--- src/rtl/mem_port_arbiter_pkg.sv ---
// Shared types for the fetch/data memory port arbiter.
// Holds the FSM state encoding, grant kinds and access-width codes.
package mem_port_arbiter_pkg;

    typedef enum logic [1:0] {
        ST_IDLE   = 2'd0,
        ST_BUSY_I = 2'd1,
        ST_BUSY_D = 2'd2
    } state_e;

    typedef enum logic [1:0] {
        GNT_NONE = 2'd0,
        GNT_I    = 2'd1,
        GNT_D    = 2'd2
    } grant_e;

    localparam logic [1:0] WL_BYTE = 2'd0;
    localparam logic [1:0] WL_HALF = 2'd1;
    localparam logic [1:0] WL_WORD = 2'd2;

endpackage

--- src/rtl/mem_port_arbiter_starve.sv ---
// Starvation counter and priority select for the memory port arbiter.
// Ports: clk/rst, arb_en_i (arbiter idle), i_elig_i, d_elig_i -> gnt_o.
module arb_starve_ctr
    import mem_port_arbiter_pkg::*;
#(
    parameter int STARVE_MAX = 4,
    parameter int CW         = 3
) (
    input  logic   clk,
    input  logic   rst,
    input  logic   arb_en_i,
    input  logic   i_elig_i,
    input  logic   d_elig_i,
    output grant_e gnt_o
);

    logic [CW-1:0] cnt_q;
    logic [CW-1:0] cnt_d;
    logic          at_max;

    assign at_max = (cnt_q == CW'(STARVE_MAX));

    // Data wins unless a waiting fetch has already lost STARVE_MAX times.
    // The count never passes STARVE_MAX: at the limit a waiting fetch wins.
    always_comb begin
        gnt_o = GNT_NONE;
        cnt_d = cnt_q;
        if (arb_en_i) begin
            if (d_elig_i && !(i_elig_i && at_max)) begin
                gnt_o = GNT_D;
                cnt_d = i_elig_i ? cnt_q + CW'(1) : '0;
            end else if (i_elig_i) begin
                gnt_o = GNT_I;
                cnt_d = '0;
            end
        end
    end

    always_ff @(posedge clk) begin
        if (rst) begin
            cnt_q <= '0;
        end else begin
            cnt_q <= cnt_d;
        end
    end

endmodule

--- src/rtl/mem_port_arbiter.sv ---
// Arbiter sharing one single-port memory between fetch and data stages.
// Ports: clk/rst; i_* fetch port; d_* data port; m_* memory side.
module mem_port_arbiter
    import mem_port_arbiter_pkg::*;
#(
    parameter int XLEN       = 32,
    parameter int STARVE_MAX = 4,
    parameter int CW         = 3
) (
    input  logic            clk,
    input  logic            rst,
    input  logic            i_req,
    input  logic [XLEN-1:0] i_addr,
    input  logic            i_flush,
    output logic            i_rvalid,
    output logic [XLEN-1:0] i_rdata,
    output logic            i_stall,
    input  logic            d_req,
    input  logic            d_we,
    input  logic [1:0]      d_wl,
    input  logic [XLEN-1:0] d_addr,
    input  logic [XLEN-1:0] d_wdata,
    output logic            d_done,
    output logic [XLEN-1:0] d_rdata,
    output logic            d_stall,
    output logic            m_req,
    output logic            m_we,
    output logic [1:0]      m_wl,
    output logic [XLEN-1:0] m_addr,
    output logic [XLEN-1:0] m_wdata,
    input  logic            m_ack,
    input  logic [XLEN-1:0] m_rdata
);

    state_e          state_q,   state_d;
    logic            drop_q,    drop_d;
    logic            m_req_q,   m_req_d;
    logic            m_we_q,    m_we_d;
    logic [1:0]      m_wl_q,    m_wl_d;
    logic [XLEN-1:0] m_addr_q,  m_addr_d;
    logic [XLEN-1:0] m_wdata_q, m_wdata_d;
    logic            i_rv_q,    i_rv_d;
    logic [XLEN-1:0] i_rdata_q, i_rdata_d;
    logic            d_done_q,  d_done_d;
    logic [XLEN-1:0] d_rdata_q, d_rdata_d;

    grant_e gnt;
    logic   i_elig;
    logic   arb_en;

    assign i_elig = i_req & ~i_flush;
    assign arb_en = (state_q == ST_IDLE);

    arb_starve_ctr #(
        .STARVE_MAX (STARVE_MAX),
        .CW         (CW)
    ) u_starve (
        .clk      (clk),
        .rst      (rst),
        .arb_en_i (arb_en),
        .i_elig_i (i_elig),
        .d_elig_i (d_req),
        .gnt_o    (gnt)
    );

    always_comb begin
        state_d   = state_q;
        drop_d    = drop_q;
        m_req_d   = m_req_q;
        m_we_d    = m_we_q;
        m_wl_d    = m_wl_q;
        m_addr_d  = m_addr_q;
        m_wdata_d = m_wdata_q;
        i_rv_d    = 1'b0;
        i_rdata_d = i_rdata_q;
        d_done_d  = 1'b0;
        d_rdata_d = d_rdata_q;

        unique case (state_q)
            ST_IDLE: begin
                drop_d = 1'b0;
                if (gnt == GNT_D) begin
                    state_d   = ST_BUSY_D;
                    m_req_d   = 1'b1;
                    m_we_d    = d_we;
                    m_wl_d    = d_wl;
                    m_addr_d  = d_addr;
                    m_wdata_d = d_wdata;
                end else if (gnt == GNT_I) begin
                    state_d  = ST_BUSY_I;
                    m_req_d  = 1'b1;
                    m_we_d   = 1'b0;
                    m_wl_d   = WL_WORD;
                    m_addr_d = i_addr;
                end
            end
            ST_BUSY_I: begin
                if (i_flush) begin
                    drop_d = 1'b1;
                end
                // A flush on the ack cycle itself also kills the response.
                if (m_ack) begin
                    state_d = ST_IDLE;
                    m_req_d = 1'b0;
                    drop_d  = 1'b0;
                    if (!(drop_q || i_flush)) begin
                        i_rv_d    = 1'b1;
                        i_rdata_d = m_rdata;
                    end
                end
            end
            ST_BUSY_D: begin
                if (m_ack) begin
                    state_d   = ST_IDLE;
                    m_req_d   = 1'b0;
                    d_done_d  = 1'b1;
                    d_rdata_d = m_rdata;
                end
            end
            default: begin
                state_d = ST_IDLE;
                m_req_d = 1'b0;
                drop_d  = 1'b0;
            end
        endcase
    end

    always_ff @(posedge clk) begin
        if (rst) begin
            state_q   <= ST_IDLE;
            drop_q    <= 1'b0;
            m_req_q   <= 1'b0;
            m_we_q    <= 1'b0;
            m_wl_q    <= '0;
            m_addr_q  <= '0;
            m_wdata_q <= '0;
            i_rv_q    <= 1'b0;
            i_rdata_q <= '0;
            d_done_q  <= 1'b0;
            d_rdata_q <= '0;
        end else begin
            state_q   <= state_d;
            drop_q    <= drop_d;
            m_req_q   <= m_req_d;
            m_we_q    <= m_we_d;
            m_wl_q    <= m_wl_d;
            m_addr_q  <= m_addr_d;
            m_wdata_q <= m_wdata_d;
            i_rv_q    <= i_rv_d;
            i_rdata_q <= i_rdata_d;
            d_done_q  <= d_done_d;
            d_rdata_q <= d_rdata_d;
        end
    end

    assign m_req    = m_req_q;
    assign m_we     = m_we_q;
    assign m_wl     = m_wl_q;
    assign m_addr   = m_addr_q;
    assign m_wdata  = m_wdata_q;
    assign i_rvalid = i_rv_q;
    assign i_rdata  = i_rdata_q;
    assign d_done   = d_done_q;
    assign d_rdata  = d_rdata_q;

    assign i_stall = i_req & ~i_rv_q;
    assign d_stall = d_req & ~d_done_q;

endmodule

--- config.mk ---
export PLATFORM = sky130hd
export DESIGN_NAME = mem_port_arbiter
export DESIGN_NICKNAME = d
export VERILOG_FILES = /design/src/rtl/mem_port_arbiter_pkg.sv /design/src/rtl/mem_port_arbiter_starve.sv /design/src/rtl/mem_port_arbiter.sv
export SDC_FILE = /design/constraint.sdc
export NUM_CORES = 1
export LEC_CHECK = 0
export ABC_AREA = 0
export CAP_MARGIN = 10
export CORE_UTILIZATION = 36
export DETAILED_ROUTE_END_ITERATION = 8
export GPL_TIMING_DRIVEN = 0
export PLACE_DENSITY = 0.85
export SKIP_LAST_GASP = 1
export SYNTH_ARGS = -nofsm -noshare
export SYNTH_HDL_FRONTEND = slang
export SYNTH_SLANG_ARGS = --single-unit
--- constraint.sdc ---
create_clock -name clk -period 2.24 [get_ports clk]
set_input_delay 0.448 -clock clk [delete_from_list [all_inputs] [get_ports clk]]
set_output_delay 0.448 -clock clk [all_outputs]
set_load 0.02 [all_outputs]
==> impl_results.md <==
- First-pass GRT wire length: 27470 um
- Setup crit start: state_q[1]$_SDFFE_PP0P_
- Synth top area share: 51.89%
- Drt pass-1 iters: 7
- Syn nets: 785
- CP max stage cell: dfxtp_1
- Routability congestion estimate: 0.8128
- Critical Path, Cell by Cell: inv_2, ha_2, buf_6, nand2_2, o21bai_2, inv_1, ha_1, buf_6, buf_8, mux2i_2, a211oi_1
- Gr usage total: 22.30%
- R2r startpoint: state_q[1]$_SDFFE_PP0P_
- Antenna-violating nets left: 0
- Seq cells post-synth: 140
- Fin crit period: 2.160 ns
- Worst Path Required: 2.51 ns
- Post-synthesis xor/xnor area fraction: 0%
- Chip height: 124.5 um
- # rows: 44
- Peak VDD IR: 0.7090 mV
- Clock Latency Late Sink: 0.42 ns
- Post-CTS Hold Buffers: 0
- Drc violations: 0
- Proportion of synthesized chip area in sequential cells: 51.89%
- Synthesis warning total: 0
- Setup TNS: 0 ns
- Synth Instances: 641
- Initial antenna violation count: 0
- Hold Vio Cnt, Final: 0
- Worst setup margin: 0.07983 ns
- Fmax: 0.4629 GHz
- Final instance area: 9280 um^2
- Worst reg-to-reg setup slack: 0.08 ns
- Combinational family with the most area after synthesis: simple AND/OR/NAND/NOR gates
- Slew HR: 53.94%
- Largest net degree at the start of global routing: 17
- Antenna diodes: 0
- Layout cell share with drive strength beyond 1: 9.884%
- Arr. time, crit path: 2.43 ns
- Cell family with most CP delay: buffers and inverters
- Adder-Cell Fraction of Synth Area: 1.621%
- Simple-gate portion of the synthesized area: 19.16%
- Status: completed
- Crit-path most repeated cell: buf_6
- Max Cap Violations: 0
- Root buffer cell: clkbuf_16
- Clk slew on worst S/H paths: 0.06 ns
- Final Cycle Share: 96.44%
- Initial drt markers: 232
- Critical Path End Type: flop
- Min-Delay Path Class: flop to flop
- Detailed-route wire length: 17290 um
- Post-synthesis mux area share: 6.139%
- Area Overhead vs Synth: 71.81%
- DP Area: 8354 um^2
- Clk_skew: 0.009759 ns
- Core area: 14590 um^2
- Nets: 1082
- Pleak: 0.003436 uW
- H-tree Lvls: 4
- Place WS: -0.5010 ns
- Routed vias: 5555
- Synth top area cells: dfxtp_1, nand2_1, a21oi_1
- Mapped Avg Cell Area: 8.427 um^2
- CP bufs+invs: 5
- Top fanout value on the critical path: 10
- WL/cell: 15.23 um
- Syn Std Cell Area: 5401 um^2
- DR vias/cell: 4.894
- Vias in the first global route: 5435
- Total grt overflow: 0
- Largest area contributor in the synthesized netlist: dfxtp_1
- HP Start: m_wdata[11]$_SDFFE_PP0P_
- Final Max Slew Viols: 0
- Setup violators final: 0
- Post-layout util: 63.61%
- Complex-gate fraction of the synthesized area: 15.47%
- Io pins: 273
- Die area: 15500 um^2
- Power Dens Cells: 862.7 nW/um^2
- Slowest stage delay, CP: 0.32 ns
- Port Buffers: 272
- Crit path launch type: flop
- CTS Sinks: 140
- TritonCTS buffer count: 17
- DIE WIDTH: 124.5 um
- CTS tree: built
- Initial Util: 37.02%
- Post-detail-place hpwl: 12650 um
- Critical path class: flop to flop
- Max Root-Sink Buffers: 2
- Synth unique cells: 32
- Slew @ Worst Pin: 0.6909 ns
stage by stage:
step | hold slack [ns] | std cells | power (uW)
after floorplan | 0.4532 | 641 | 3756
after global placement | 0.4402 | 1097 | 4596
after detailed placement | 0.4457 | 1097 | 4622
after CTS | 0.4535 | 1129 | 7902
after global routing | 0.4688 | 1135 | 8357
final | 0.4521 | 1135 | 8006
flip-flops by register name, summed over array words and instances, names as in the netlist, 2 cells and up:
| signal | count |
|---|---|
| m_addr | 32 |
| state_q | 2 |
| i_rdata | 32 |
| d_rdata | 32 |
| m_wdata | 32 |
| m_wl | 2 |
| u_starve.cnt_q | 3 |
path summary, 6_finish.rpt:
check / end / cells after the start
max: m_addr[7]$_SDFFE_PP0P_ / 11
min: m_wdata[11]$_SDFFE_PP0P_ / 2
max reg2reg: m_addr[7]$_SDFFE_PP0P_ / 11
min reg2reg: m_wdata[11]$_SDFFE_PP0P_ / 2
routing by layer:
layer,wire length (um),vias to the layer above,GRT usage [%]
met3,1377,32,8.119
li1,-,2722,-
met4,468,0,7.300
met5,0,-,0
met1,6839,2556,24.77
met2,8600,245,39.16
layout by cell type, fill, tap and decap left out, types with 3 or more instances in the layout:
cell type and instances:
clkdlybuf4s50_1 270, nand2_1 199, dfxtp_1 139, a21oi_1 102
nor2_1 36, a211oi_1 26, mux2i_1 26, clkbuf_16 19
clkbuf_1 15, buf_4 13, buf_2 11, inv_1 8
buf_8 7, a211oi_2 7, nand2b_1 6, ha_1 6
bufinv_16 6, buf_6 5, mux2i_2 5, nor2b_1 4
nand3_1 3, clkbuf_8 3
area by class of cell:
type                            instances  area, um^2
Inverter                               10       37.54
Buffer                                 50       357.8
Timing Repair Buffer                  278        2804
Tap cell                              184       230.2
Clock inverter                         10       207.7
Fill cell                            1167        5309
Sequential cell                       140        2804
Clock buffer                           22       474.2
Multi-Input combinational cell        441        2365
synthesized netlist by cell type, drive strengths merged:
master and n:
nand2 200, dfxtp 140, a21oi 102, buf 36
nor2 36, a211oi 33, mux2i 32, clkbuf 14
inv 10, ha 7, nand2b 6, nor2b 4
nand3 3, a21o 2, and2 2, a2111oi 1
a221oi 1, a22o 1, a311oi 1, and3 1
and4bb 1, mux2 1, nand4bb 1, nor3 1
nor4b 1, o21ai 1, o21bai 1, o2bb2ai 1
or3b 1
worst min-delay path: cells and delay by family (launching register included):
| kind | cells | cell delay (ns) |
|---|---|---|
| AO/OA/AOI/OAI | 1 | 0.05 |
| AND/OR/NAND/NOR | 1 | 0.05 |
| flip-flops | 1 | 0.31 |
power breakdown:
part           total, uW  switching (uW)  internal (uW)
registers           2820             109           2710
clock network       3250            1070           2180
logic               1940             963            975
total               8010            2140           5870
cells by family after synthesis:
kind of cell / count (synthesis)
muxes: 33
buffers and inverters: 60
AOI/OAI and AO/OA: 144
DFF: 140
and+or+nand+nor: 257
adders and majority gates: 7
repair_timing:
item	4_1_cts	5_1_grt
buffers inserted	0	4
pin swaps	0	3
gates cloned	0	2
resized for setup	15	37
setup endpoints to repair	55	67
Note: power is estimated with default switching activity, not from simulation.
